<file path="config.mk">
export PLATFORM = sky130hd
export DESIGN_NAME = spi_flash_responder_flat
export DESIGN_NICKNAME = d
export VERILOG_FILES = /design/src/rtl/spi_flash_responder_if.sv /design/src/rtl/spi_flash_responder.sv /design/src/flat_wrapper.sv
export SDC_FILE = /design/constraint.sdc
export NUM_CORES = 1
export LEC_CHECK = 0
export CORE_UTILIZATION = 60
export CTS_BUF_LIST = sky130_fd_sc_hd__clkbuf_8
export CTS_CLUSTER_SIZE = 16
export DETAILED_ROUTE_END_ITERATION = 7
export GPL_TIMING_DRIVEN = 0
export PLACE_DENSITY = 0.8
export SETUP_SLACK_MARGIN = 0.4
export SYNTH_ARGS = -nofsm -noshare
export SYNTH_HDL_FRONTEND = slang
export SYNTH_SLANG_ARGS = --single-unit
export TNS_END_PERCENT = 5
</file>
<file path="constraint.sdc">
create_clock -name clk -period 2.1 [get_ports clk]
set_input_delay 0.525 -clock clk [delete_from_list [all_inputs] [get_ports clk]]
set_output_delay 0.525 -clock clk [all_outputs]
set_load 0.05 [all_outputs]
</file>
<file path="src/rtl/spi_flash_responder_if.sv">
// spi_flash_responder_if
//   Groups the SPI pins and the byte-RAM port of the flash responder.
//   slave  : the responder side (samples SPI pins, drives MISO and RAM strobes)
//   master : the SPI master plus RAM side (drives SCK/MOSI/CS and read data)
// Signals
//   i_spi_sck, i_spi_mosi, i_spi_cs  SPI pins into the responder (CS active low)
//   o_spi_miso, o_miso_oe            slave-out data and its output enable
//   o_mem_addr, o_mem_re, o_mem_we   RAM address, read and write strobes
//   o_mem_wdata, i_mem_rdata         RAM write / read data (read data 1 clk after re)
//   o_busy                           synchronized "CS is low"
interface spi_flash_responder_if #(
    parameter int ADDR_WIDTH = 12
);
    logic                  i_spi_sck;
    logic                  i_spi_mosi;
    logic                  i_spi_cs;
    logic                  o_spi_miso;
    logic                  o_miso_oe;
    logic [ADDR_WIDTH-1:0] o_mem_addr;
    logic                  o_mem_re;
    logic [7:0]            i_mem_rdata;
    logic                  o_mem_we;
    logic [7:0]            o_mem_wdata;
    logic                  o_busy;

    modport slave (
        input  i_spi_sck,
        input  i_spi_mosi,
        input  i_spi_cs,
        input  i_mem_rdata,
        output o_spi_miso,
        output o_miso_oe,
        output o_mem_addr,
        output o_mem_re,
        output o_mem_we,
        output o_mem_wdata,
        output o_busy
    );

    modport master (
        output i_spi_sck,
        output i_spi_mosi,
        output i_spi_cs,
        output i_mem_rdata,
        input  o_spi_miso,
        input  o_miso_oe,
        input  o_mem_addr,
        input  o_mem_re,
        input  o_mem_we,
        input  o_mem_wdata,
        input  o_busy
    );
endinterface

</file>
<file path="src/rtl/spi_flash_responder.sv">
// spi_flash_responder
//   SPI mode-0 slave answering the 25-series flash command subset
//   (READ 03, PROGRAM 02, RDSR 05, RDID 9F, WREN 06, WRDI 04) from a
//   single-port byte RAM.
// Ports
//   clk    system clock; SCK must be at most clk/8
//   reset  asynchronous, active low
//   bus    spi_flash_responder_if.slave (SPI pins + RAM port + o_busy)
// Parameters
//   ADDR_WIDTH  RAM address width (> 8); 24-bit SPI addresses keep the low bits
//   JEDEC_ID    three ID bytes returned MSB first by 9F
//
// state      | meaning
// -----------+---------------------------------------------------------
// ST_IDLE    | CS high, or waiting for a fresh CS falling edge
// ST_CMD     | shifting in the opcode byte
// ST_ADDR    | shifting in the 3 address bytes
// ST_READ    | streaming RAM bytes out, prefetching one byte ahead
// ST_PROG    | writing each complete received byte, page-wrapped
// ST_STATUS  | repeating the status byte {6'b0, WEL, WIP=0}
// ST_JEDEC   | JEDEC ID bytes, then 00
// ST_IGNORE  | MISO low, no RAM access until CS rises
module spi_flash_responder #(
    parameter int          ADDR_WIDTH = 12,
    parameter logic [23:0] JEDEC_ID   = 24'hEF4014
) (
    input logic                  clk,
    input logic                  reset,
    spi_flash_responder_if.slave bus
);

    localparam logic [2:0] ST_IDLE   = 3'd0;
    localparam logic [2:0] ST_CMD    = 3'd1;
    localparam logic [2:0] ST_ADDR   = 3'd2;
    localparam logic [2:0] ST_READ   = 3'd3;
    localparam logic [2:0] ST_PROG   = 3'd4;
    localparam logic [2:0] ST_STATUS = 3'd5;
    localparam logic [2:0] ST_JEDEC  = 3'd6;
    localparam logic [2:0] ST_IGNORE = 3'd7;

    localparam logic [ADDR_WIDTH-1:0] PAGE_MASK = ADDR_WIDTH'(255);
    localparam logic [ADDR_WIDTH-1:0] ADDR_ONE  = ADDR_WIDTH'(1);

    logic sck_meta, sck_sync, sck_prev;
    logic mosi_meta, mosi_sync;
    logic cs_meta, cs_sync, cs_prev;
    logic cs_armed;

    logic [2:0]            state;
    logic [2:0]            bit_cnt;
    logic [6:0]            shift_in;
    logic [1:0]            byte_cnt;
    logic [ADDR_WIDTH-1:0] addr;
    logic                  is_read;
    logic                  wel;
    logic [2:0]            tx_cnt;
    logic [7:0]            cur_byte;
    logic [7:0]            rd_buf;
    logic                  rd_pend;
    logic [1:0]            jedec_idx;
    logic                  miso;
    logic                  mem_re;
    logic                  mem_we;
    logic [ADDR_WIDTH-1:0] mem_addr;
    logic [7:0]            mem_wdata;

    logic                  sck_rise, sck_fall, cs_rise, cs_fall;
    logic [7:0]            byte_in;
    logic                  byte_done;
    logic                  resp_state;
    logic [ADDR_WIDTH-1:0] addr_shifted;
    logic [ADDR_WIDTH-1:0] addr_page_inc;
    logic [7:0]            next_byte;

    // Synchronizer flops reset low so that a CS held low across reset
    // release never looks like a falling edge: cs_armed only sets once
    // CS has actually been seen high.
    always_ff @(posedge clk or negedge reset) begin
        if (!reset) begin
            sck_meta  <= 1'b0;
            sck_sync  <= 1'b0;
            sck_prev  <= 1'b0;
            mosi_meta <= 1'b0;
            mosi_sync <= 1'b0;
            cs_meta   <= 1'b0;
            cs_sync   <= 1'b0;
            cs_prev   <= 1'b0;
            cs_armed  <= 1'b0;
        end else begin
            sck_meta  <= bus.i_spi_sck;
            sck_sync  <= sck_meta;
            sck_prev  <= sck_sync;
            mosi_meta <= bus.i_spi_mosi;
            mosi_sync <= mosi_meta;
            cs_meta   <= bus.i_spi_cs;
            cs_sync   <= cs_meta;
            cs_prev   <= cs_sync;
            cs_armed  <= cs_armed | cs_sync;
        end
    end

    assign sck_rise   = sck_sync & ~sck_prev;
    assign sck_fall   = ~sck_sync & sck_prev;
    assign cs_rise    = cs_sync & ~cs_prev;
    assign cs_fall    = cs_armed & cs_prev & ~cs_sync;
    assign byte_in    = {shift_in, mosi_sync};
    assign byte_done  = sck_rise && (bit_cnt == 3'd7);
    assign resp_state = (state == ST_READ) || (state == ST_STATUS) || (state == ST_JEDEC);

    // Address bytes shift in from the bottom; the shift drops everything
    // above ADDR_WIDTH, which is the truncation of the 24-bit address.
    assign addr_shifted  = (addr << 8) | ADDR_WIDTH'(byte_in);
    assign addr_page_inc = (addr & ~PAGE_MASK) | ((addr + ADDR_ONE) & PAGE_MASK);

    always_comb begin
        next_byte = 8'h00;
        case (state)
            ST_READ:   next_byte = rd_buf;
            ST_STATUS: next_byte = {6'b0, wel, 1'b0};
            ST_JEDEC: begin
                case (jedec_idx)
                    2'd0:    next_byte = JEDEC_ID[23:16];
                    2'd1:    next_byte = JEDEC_ID[15:8];
                    2'd2:    next_byte = JEDEC_ID[7:0];
                    default: next_byte = 8'h00;
                endcase
            end
            default:   next_byte = 8'h00;
        endcase
    end

    always_ff @(posedge clk or negedge reset) begin
        if (!reset) begin
            state     <= ST_IDLE;
            bit_cnt   <= 3'd0;
            shift_in  <= 7'd0;
            byte_cnt  <= 2'd0;
            addr      <= '0;
            is_read   <= 1'b0;
            wel       <= 1'b0;
            tx_cnt    <= 3'd0;
            cur_byte  <= 8'h00;
            rd_buf    <= 8'h00;
            rd_pend   <= 1'b0;
            jedec_idx <= 2'd0;
            miso      <= 1'b0;
            mem_re    <= 1'b0;
            mem_we    <= 1'b0;
            mem_addr  <= '0;
            mem_wdata <= 8'h00;
        end else begin
            mem_re  <= 1'b0;
            mem_we  <= 1'b0;
            // RAM data is valid the clk after the read strobe.
            rd_pend <= mem_re;
            if (rd_pend) begin
                rd_buf <= bus.i_mem_rdata;
            end

            if (cs_rise) begin
                if (state == ST_PROG) begin
                    wel <= 1'b0;
                end
                state <= ST_IDLE;
                miso  <= 1'b0;
            end else if (state == ST_IDLE) begin
                if (cs_fall) begin
                    state     <= ST_CMD;
                    bit_cnt   <= 3'd0;
                    byte_cnt  <= 2'd0;
                    addr      <= '0;
                    tx_cnt    <= 3'd0;
                    jedec_idx <= 2'd0;
                end
            end else begin
                if (sck_rise) begin
                    shift_in <= byte_in[6:0];
                    bit_cnt  <= bit_cnt + 3'd1;
                end

                if (byte_done) begin
                    case (state)
                        ST_CMD: begin
                            byte_cnt <= 2'd0;
                            case (byte_in)
                                8'h03: begin
                                    state   <= ST_ADDR;
                                    is_read <= 1'b1;
                                end
                                8'h02: begin
                                    is_read <= 1'b0;
                                    state   <= wel ? ST_ADDR : ST_IGNORE;
                                end
                                8'h05:   state <= ST_STATUS;
                                8'h9F:   state <= ST_JEDEC;
                                8'h06: begin
                                    wel   <= 1'b1;
                                    state <= ST_IGNORE;
                                end
                                8'h04: begin
                                    wel   <= 1'b0;
                                    state <= ST_IGNORE;
                                end
                                default: state <= ST_IGNORE;
                            endcase
                        end
                        ST_ADDR: begin
                            addr <= addr_shifted;
                            if (byte_cnt == 2'd2) begin
                                if (is_read) begin
                                    state    <= ST_READ;
                                    mem_re   <= 1'b1;
                                    mem_addr <= addr_shifted;
                                end else begin
                                    state <= ST_PROG;
                                end
                            end else begin
                                byte_cnt <= byte_cnt + 2'd1;
                            end
                        end
                        ST_PROG: begin
                            mem_we    <= 1'b1;
                            mem_wdata <= byte_in;
                            mem_addr  <= addr;
                            addr      <= addr_page_inc;
                        end
                        default: ;
                    endcase
                end

                // tx_cnt == 0 marks the fall that drives bit 7 of a new
                // byte; READ fetches the following byte at the same time so
                // it is in rd_buf well before the next byte boundary.
                if (sck_fall && resp_state) begin
                    tx_cnt <= tx_cnt + 3'd1;
                    if (tx_cnt == 3'd0) begin
                        cur_byte <= next_byte;
                        miso     <= next_byte[7];
                        if (state == ST_READ) begin
                            addr     <= addr + ADDR_ONE;
                            mem_addr <= addr + ADDR_ONE;
                            mem_re   <= 1'b1;
                        end
                        if ((state == ST_JEDEC) && (jedec_idx != 2'd3)) begin
                            jedec_idx <= jedec_idx + 2'd1;
                        end
                    end else begin
                        miso <= cur_byte[3'd7 - tx_cnt];
                    end
                end
            end
        end
    end

    assign bus.o_spi_miso  = miso;
    assign bus.o_miso_oe   = resp_state;
    assign bus.o_mem_addr  = mem_addr;
    assign bus.o_mem_re    = mem_re;
    assign bus.o_mem_we    = mem_we;
    assign bus.o_mem_wdata = mem_wdata;
    assign bus.o_busy      = cs_armed & ~cs_sync;

endmodule

</file>
<file path="src/flat_wrapper.sv">
// flat-port wrapper written by rule: the top's interface ports become plain ports
module spi_flash_responder_flat 
#(
    parameter int          ADDR_WIDTH = 12,
    parameter logic [23:0] JEDEC_ID   = 24'hEF4014
)
  (clk, reset, bus_i_spi_sck, bus_i_spi_mosi, bus_i_spi_cs, bus_i_mem_rdata, bus_o_spi_miso, bus_o_miso_oe, bus_o_mem_addr, bus_o_mem_re, bus_o_mem_we, bus_o_mem_wdata, bus_o_busy);
  spi_flash_responder_if #(.ADDR_WIDTH(ADDR_WIDTH)) bus_i ();
  input logic clk;
  input logic reset;
  input wire logic [$bits(bus_i.i_spi_sck)-1:0] bus_i_spi_sck;
  input wire logic [$bits(bus_i.i_spi_mosi)-1:0] bus_i_spi_mosi;
  input wire logic [$bits(bus_i.i_spi_cs)-1:0] bus_i_spi_cs;
  input wire logic [$bits(bus_i.i_mem_rdata)-1:0] bus_i_mem_rdata;
  output wire logic [$bits(bus_i.o_spi_miso)-1:0] bus_o_spi_miso;
  output wire logic [$bits(bus_i.o_miso_oe)-1:0] bus_o_miso_oe;
  output wire logic [$bits(bus_i.o_mem_addr)-1:0] bus_o_mem_addr;
  output wire logic [$bits(bus_i.o_mem_re)-1:0] bus_o_mem_re;
  output wire logic [$bits(bus_i.o_mem_we)-1:0] bus_o_mem_we;
  output wire logic [$bits(bus_i.o_mem_wdata)-1:0] bus_o_mem_wdata;
  output wire logic [$bits(bus_i.o_busy)-1:0] bus_o_busy;
  assign bus_i.i_spi_sck = bus_i_spi_sck;
  assign bus_i.i_spi_mosi = bus_i_spi_mosi;
  assign bus_i.i_spi_cs = bus_i_spi_cs;
  assign bus_i.i_mem_rdata = bus_i_mem_rdata;
  assign bus_o_spi_miso = bus_i.o_spi_miso;
  assign bus_o_miso_oe = bus_i.o_miso_oe;
  assign bus_o_mem_addr = bus_i.o_mem_addr;
  assign bus_o_mem_re = bus_i.o_mem_re;
  assign bus_o_mem_we = bus_i.o_mem_we;
  assign bus_o_mem_wdata = bus_i.o_mem_wdata;
  assign bus_o_busy = bus_i.o_busy;
  spi_flash_responder #(.ADDR_WIDTH(ADDR_WIDTH), .JEDEC_ID(JEDEC_ID)) u_core (.clk(clk), .reset(reset), .bus(bus_i));
endmodule
</file>
==> results of run 1 <==
==> synth_stat cells, types with 3 or more instances <==
cell and instances:
clkbuf_1 11, o21ai_0 49, nand2_1 50, o211ai_1 6
or3_1 5, a32oi_1 4, nand2b_1 3, and3_1 5
nor2_1 21, nor2b_1 8, xnor2_1 3, buf_2 10
a21oi_1 29, buf_4 3, nand3b_1 3, nand4_1 7
a211oi_1 3, a22o_1 4, nand3_1 14, a21o_1 4
nor3_1 10, mux2i_1 9, mux2_2 25, nor3b_1 3
dfrtp_1 83, or2_2 3, nor4_1 4, ha_1 11
inv_1 10, a221oi_1 6
==> flip-flops by register name (all words and copies together) (netlist names), 2 cells and up <==
signal	cells
u_core.rd_buf	8
u_core.tx_cnt	3
u_core.byte_cnt	2
u_core.jedec_idx	2
u_core.bus.o_mem_wdata	8
u_core.addr	12
u_core.shift_in	7
u_core.cur_byte	8
u_core.bus.o_mem_addr	12
u_core.state	3
u_core.bit_cnt	3
==> layer usage <==
metal	GRT usage [%]	up-vias	part of all wire, %
li1	-	1887	-
met1	45.7	2104	41
met2	57.5	251	48
met3	8.40	53	8.0
met4	17.6	0	3.3
met5	0	-	0
==> worst max path at each step <==
stage	start	endpoint	slack (ns)	depth (start not counted)
after global routing	u_core.state[2]	u_core.addr[0]	0.04	8
after global placement	reset	u_core.shift_in[5]	-2.32	1
after floorplan	u_core.bit_cnt[0]	u_core.addr[7]	0.20	8
after CTS	u_core.state[2]	bus_o_miso_oe	0.14	4
after detailed placement	u_core.byte_cnt[0]	u_core.bus.o_mem_addr[10]	-0.35	7
final	u_core.state[2]	u_core.addr[0]	0.008	8
==> cell families after synthesis <==
logic type	after synthesis	synth area share, %
AOI/OAI and AO/OA	134	19.0
xor gates and xnor gates	5	0.959
adders and majority gates	11	3.01
buffers and inverters	37	3.89
DFF	83	45.5
muxes	36	9.12
and+or+nand+nor	154	18.5
==> repair_timing <==
action                                  4_1_cts  5_1_grt
resized for setup                           103       26
gates cloned                                  0        0
pin swaps                                    12       12
hold buffers                                  0        0
buffers inserted                             29       15
endpoints found under the setup margin       89       90
==> cell type report <==
class / count / share of cell area [%]
inverter: 10 / 0.622
buffer: 27 / 3.89
multi-input combinational: 340 / 42.8
clock inverter: 5 / 1.72
clock buffer: 9 / 2.05
tap: 99 / 2.05
timing repair buffer: 82 / 12.3
sequential: 83 / 34.5
==> critical path, delay by kind of cell (launching register included) <==
kind                   cells  cell delay, ns
AOI/OAI and AO/OA          2            0.37
buffers and inverters      3            0.44
DFF                        1            0.45
and+or+nand+nor            3            0.69
==> through the flow <==
step | instance area [sq um] | util, % | setup TNS [ns]
6_report | 6040 | 82.8 | 0
5_1_grt | 6040 | 82.8 | 0
4_1_cts | 5830 | 79.9 | 0
3_5_place_dp | 5140 | 70.4 | -2.48
3_3_place_gp | 5110 | 70.1 | -194.34
2_1_floorplan | 4620 | - | 0
==> power by group <==
part	total (mW)	switching, mW	leakage, nW	internal, mW
Sequential	2.19	0.320	1.11	1.87
Clock	1.35	0.573	0.115	0.777
Combinational	2.69	1.51	1.55	1.17
==> impl_metrics.toml, run 1 <==
[setup_path]
rr_worst_depth = 8
critical_path_class = "flop to flop"
end_kind = "flop"
timing.rr.end = "u_core.addr[0]"
max_stage_delay_ns = 0.45
r2r_start = "u_core.state[2]"
worst_path_max_delay_cell = "dfrtp_2"
cp_max_fo = 10
rrSetupSlack_ns = 0.008
critPathArrivalTime_ns = 2.31
cp_data_required_time_ns = 2.32
startpoint_type = "flop"
path_cells = "buf_6 > or3b_4 > buf_8 > buf_4 > nor3_1 > nor4_1 > o21ai_0 > o21ai_0"
cp_common_cell = "o21ai_0"

[sta]
fin_crit_ns = 2.09
fmax_ghz = 0.478
relSlewSlack_pct = 66.8
worst_pin_slew_ns = 0.497
finClkSkew_ns = 0.0114
finalCritPeriodShare_pct = 99.6
report.final.hold_viol_count = 0
rsz0062_at_grt = "yes"
report.final.slew_viol_count = 0
setup_viol = 0
fin_ws_ns = 0.00835
hold_ws_ns = 0.113

[placed_design]
dp_hpwl_um = 8650
post-place-ws_ns = -0.354
place_inst = 597
port_buffers = 37
gp_congestion = 0.912

[yosys]
synthCells = 460
syn-mean-instance-area_sq_um = 9.93
yosysUniqueCellTypes = 72
ys_warn_count = 0
synth_seq_cells = 83
yosysTopAreaCell = "dfrtp_1"
synth_flop_cell = "dfrtp_1"
synth_nets = 484
synthesis.area_sq_um = 4570
ys_async_sr_fraction_pct = 100
synth_top_area_share_pct = 45.5
synth-seq-area-share_pct = 45.5
synth_edf_count = 0
yosys-top-cells-area = "dfrtp_1 45%, mux2_2 6.2%, o21ai_0 5.4%, nand2_1 4.1%, a21oi_1 3.2%"

[floorplan]
die_width_um = 89.2
die_area_sq_um = 7960
rows = 31
die_h_um = 89.2
core_sq_um = 7290
pin_count = 38
initial_core_util_pct = 62.6

[drt]
wl_per_cell_um = 20.7
wl_um = 13600
drc = 0
vias_per_cell = 6.56
dr.pass1.iters = 5
postRouteAntennaNets = 0
drt_iter0_markers = 427
vias = 4295

[clock_network]
cts.sinks = 83
cts_buffer_depth = 2
cts_tree = "done"
clk_pin_slew_ns = 0.09
cts-root-buf = "clkbuf_8"
numCtsBuffers = 9
worst_skew_pair.late_latency_ns = 0.37
h-tree-depth = 3

[finish]
area_growth_pct = 32.2
multi_input_area_sq_um = 2580
final_cells = 655
layout_commonest_cell = "dfrtp_1"
antenna_cells = 0
drive_gt1_share_pct = 31.5
nFillCells = 451
nets = 577
register_area_sq_um = 2080
layout_common_cells = "77 x dfrtp_1, 45 x nand2_1, 43 x o21ai_0, 39 x buf_4, 26 x a21oi_1"

[power_and_ir_drop]
power.density_nw_per_um2 = 1030
peakVddDrop_mv = 0.652
power_mw = 6.23
leakage_nw = 2.77

[grt]
grtUsageTotal_pct = 35.8
grt_antenna_before_repair = 0
grt.overflow.total = 0
grt_pass1_wl_um = 20900
first_global_vias = 4130
grt_start_max_net_pins = 48

[status]
status = "finished clean"

[min_path]
hold_path_class = "primary input to async pin"

[run]
drv_cap = 0
(Power assumes the default switching activity.)
==> run 2: changes to the inputs <==
- CORE_MARGIN: not set -> 4
==> impl_metrics.toml, run 2 (same netlist as run 1, synthesis figures left out) <==
[status]
status = "finished clean"

[clock_network]
clk_pin_slew_ns = 0.09
cts_hold_buffers = 0
cts_tree = "done"
h-tree-depth = 3
cts_buffer_depth = 2
cts.sinks = 83
cts-root-buf = "clkbuf_8"
numCtsBuffers = 9
worst_skew_pair.late_latency_ns = 0.35

[drt]
wl_um = 13600
drc = 0
dr.pass1.iters = 6
postRouteAntennaNets = 0
vias_per_cell = 6.61
wl_per_cell_um = 21.0
drt_iter0_markers = 382
vias = 4279

[grt]
grt_antenna_before_repair = 0
grt.overflow.total = 0
grt_pass1_wl_um = 21400
grt_start_max_net_pins = 53
first_global_vias = 4077
grtUsageTotal_pct = 31.2

[setup_path]
cp_num_buf_inv = 2
rr_worst_depth = 7
path_cells = "or3_1 > buf_4 > a21boi_2 > buf_4 > nor2_1 > a32oi_1 > o211ai_1"
r2r_start = "u_core.state[1]"
startpoint_type = "flop"
critical_path_class = "flop to flop"
cp_data_required_time_ns = 2.33
end_kind = "flop"
rrSetupSlack_ns = 0.08
cp_max_fo = 10
max_stage_delay_ns = 0.49
critPathArrivalTime_ns = 2.25
timing.rr.end = "u_core.addr[5]"
worst_path_max_delay_cell = "dfrtp_2"
crit_family = "compound AO/OA/AOI/OAI gates"
cp_common_cell = "buf_4"

[finish]
final_util_pct = 81.4
area_growth_pct = 30.7
antenna_cells = 0
layout_commonest_cell = "dfrtp_1"
layout_common_cells = "76 x dfrtp_1, 47 x nand2_1, 41 x o21ai_0, 31 x buf_4, 27 x a21oi_1"
drive_gt1_share_pct = 29.6
nets = 569

[power_and_ir_drop]
power.density_nw_per_um2 = 1020
leakage_nw = 2.75
peakVddDrop_mv = 0.729

[placed_design]
port_buffers = 37
post-place-ws_ns = -0.306
gp_congestion = 0.914
dp_hpwl_um = 8840

[sta]
finalCritPeriodShare_pct = 96.3
worst_pin_slew_ns = 0.559
relSlewSlack_pct = 62.7
rsz0062_at_grt = "yes"
report.final.hold_viol_count = 0
fin_ws_ns = 0.0780
report.final.slew_viol_count = 0
fin_crit_ns = 2.02
hold_ws_ns = 0.109
setup_viol = 0
tns_ns = 0
finClkSkew_ns = 0.0172
fmax_ghz = 0.495

[floorplan]
core_sq_um = 7330
rows = 31
initial_core_util_pct = 62.3
die_width_um = 95.2
die_h_um = 95.2
pin_count = 38
die_area_sq_um = 9070

[min_path]
hold_path_class = "primary input to async pin"

[run]
drv_cap = 0
[run 2: per-stage QoR]
step	total power, mW	area [sq um]	cells
after floorplan	3.56	4620	460
after global placement	4.11	5110	596
after global routing	6.33	5970	647
final	6.07	5970	647
after detailed placement	4.22	5140	597
after CTS	5.91	5880	644
[run 2: repair_timing]
item | 4_1_cts | 5_1_grt
resized for setup | 104 | 20
pin swaps | 18 | 7
cloned | 1 | 0
hold endpoints to repair | 0 | 0
buffers inserted | 32 | 3
endpoints found under the setup margin | 87 | 89
[run 2: final cells by class]
type,instances,area (sq um)
plain buffers,27,224
well taps,99,124
clock inverters,5,104
inverters,10,37.5
clock buffers,9,124
repair buffers,74,694
multi-input cells,340,2570
flip-flops and latches,83,2090
fillers,465,1360
[run 2: layer usage]
layer	wire (um)	vias up	GRT usage [%]	share of wire, %
met1	5370	2084	42.6	39
met3	1220	65	4.50	8.9
li1	-	1864	-	-
met4	542	0	12.9	4.0
met2	6480	266	49.9	48
met5	0	-	0	0
[run 2: worst max path at each step]
stage	from	endpoint	depth (start not counted)
after detailed placement	u_core.byte_cnt[0]	u_core.bus.o_mem_addr[10]	7
after floorplan	u_core.bit_cnt[0]	u_core.addr[7]	8
after global routing	u_core.bit_cnt[0]	u_core.is_read	8
after CTS	u_core.state[0]	bus_o_miso_oe	3
final	u_core.state[1]	u_core.addr[5]	7
after global placement	reset	u_core.bus.o_mem_wdata[6]	1
[run 2: power breakdown]
group	switching [mW]	total [mW]	internal [mW]	leakage [nW]
sequential	0.321	2.20	1.87	1.10
clock	0.572	1.35	0.777	0.115
combinational	1.50	2.52	1.02	1.53
==> run 3: changes to the inputs <==
==> constraint.sdc (replaced) <==
create_clock -name clk -period 2.1 [get_ports clk]
set_input_delay 0.21 -clock clk [delete_from_list [all_inputs] [get_ports clk]]
set_output_delay 0.21 -clock clk [all_outputs]
set_load 0.05 [all_outputs]
==> impl_metrics.toml, run 3 (same netlist as run 1, synthesis figures left out) <==
[status]
status = "finished clean"

[setup_path]
rr_worst_depth = 6
r2r_start = "u_core.state[1]"
end_kind = "flop"
critPathArrivalTime_ns = 2.26
cp_data_required_time_ns = 2.33
rrSetupSlack_ns = 0.07
critical_path_class = "flop to flop"
cp_max_fo = 10
setup.worst_path.start = "u_core.state[1]"
timing.rr.end = "u_core.is_read"
startpoint_type = "flop"

[floorplan]
die_width_um = 95.2
initial_core_util_pct = 62.3
rows = 31
pin_count = 38
die_h_um = 95.2
core_sq_um = 7330
die_area_sq_um = 9070

[finish]
layout_common_cells = "78 x dfrtp_1, 47 x nand2_1, 43 x o21ai_0, 35 x buf_4, 35 x clkdlybuf4s50_1"
drive_gt1_share_pct = 28.8
final_cells = 648
layout_commonest_cell = "dfrtp_1"
antenna_cells = 0
stdcell_area_sq_um = 5960
nFillCells = 450
nets = 570
area_growth_pct = 30.5

[sta]
relSlewSlack_pct = 62.5
tns_ns = 0
fmax_ghz = 0.493
worst_pin_slew_ns = 0.562
fin_crit_ns = 2.03
setup_viol = 0
finClkSkew_ns = 0.0152
rsz0062_at_grt = "yes"
report.final.slew_viol_count = 0
report.final.hold_viol_count = 0
finalCritPeriodShare_pct = 96.6

[drt]
vias = 4205
drt_iter0_markers = 466
wl_um = 13300
postRouteAntennaNets = 0
vias_per_cell = 6.49
dr.pass1.iters = 5
drc = 0
wl_per_cell_um = 20.5

[min_path]
min_to = "u_core.cs_meta"
worstHoldPathCells = 1
worstHoldStart = "bus_i_spi_cs"
hold_path_class = "primary input to flop"

[clock_network]
cts.sinks = 83
cts_buffer_depth = 2
worst_skew_pair.late_latency_ns = 0.35
h-tree-depth = 3
cts_tree = "done"
cts-root-buf = "clkbuf_8"
clk_pin_slew_ns = 0.09
numCtsBuffers = 9

[grt]
grt_start_max_net_pins = 53
grtUsageTotal_pct = 30.6
grt.overflow.total = 0
first_global_vias = 4033
grt_antenna_before_repair = 0
grt_pass1_wl_um = 21100

[placed_design]
gp_congestion = 0.914
port_buffers = 37
dp_hpwl_um = 8840
place_inst = 597
placed_area_sq_um = 5140

[power_and_ir_drop]
power_mw = 6.00
peakVddDrop_mv = 0.815
leakage_nw = 2.62
power.density_nw_per_um2 = 1010

[run]
drv_cap = 0
## run 3: area by class of cell
| type | instances | area [sq um] | area share (%) |
|---|---|---|---|
| Tap cell | 99 | 124 | 2.08 |
| Clock inverter | 5 | 104 | 1.74 |
| Sequential cell | 83 | 2080 | 35.0 |
| Buffer | 27 | 221 | 3.72 |
| Clock buffer | 9 | 124 | 2.08 |
| Timing Repair Buffer | 75 | 716 | 12.0 |
| Inverter | 10 | 37.5 | 0.630 |
| Multi-Input combinational cell | 340 | 2550 | 42.8 |
## run 3: power breakdown
| part | internal, mW | switching [mW] | leakage [nW] |
|---|---|---|---|
| registers | 1.87 | 0.316 | 1.11 |
| clock network | 0.777 | 0.572 | 0.115 |
| logic | 1.01 | 1.45 | 1.40 |
| total | 3.66 | 2.34 | 2.62 |
## run 3: layer usage
metal  track usage, %  wire length (um)  vias to the layer above
met5                0                 0                        -
li1                 -                 -                     1863
met1             41.9              5450                     2054
met4             11.9               383                        0
met3             4.18              1040                       48
met2             49.2              6400                      240
## run 3: worst max-delay path by stage
stage	end	slack, ns	cells past startpoint
after detailed placement	u_core.bus.o_mem_addr[10]	-0.31	7
after floorplan	u_core.addr[7]	0.20	8
after CTS	u_core.shift_in[5]	0.16	7
after global routing	u_core.is_read	-0.03	8
final	u_core.is_read	0.07	6
after global placement	u_core.bus.o_mem_wdata[6]	-2.03	1
## run 3: timing repair
action,4_1_cts,5_1_grt
setup endpoints to repair,86,89
gates resized for setup,63,18
pin swaps,16,9
hold buffers,1,0
setup buffers,26,9
cloned,0,1
endpoints found under the hold margin,31,0
## run 3: critical path, cell delays in order (launching register included)
cell and delay, ns:
dfrtp_2 0.49, buf_6 0.17, clkbuf_1 0.27, nor2_4 0.17, nand4_1 0.17, nor4_2 0.27, mux2_2 0.37
## run 3: through the flow
step	util [%]	setup slack, ns	hold WS [ns]
after global routing	81.3	-0.0277	0.284
after detailed placement	70.1	-0.306	0.184
after CTS	79.3	0.164	0.283
final	81.3	0.0704	0.291
after floorplan	-	0.195	-0.0856
after global placement	69.7	-2.03	0.333
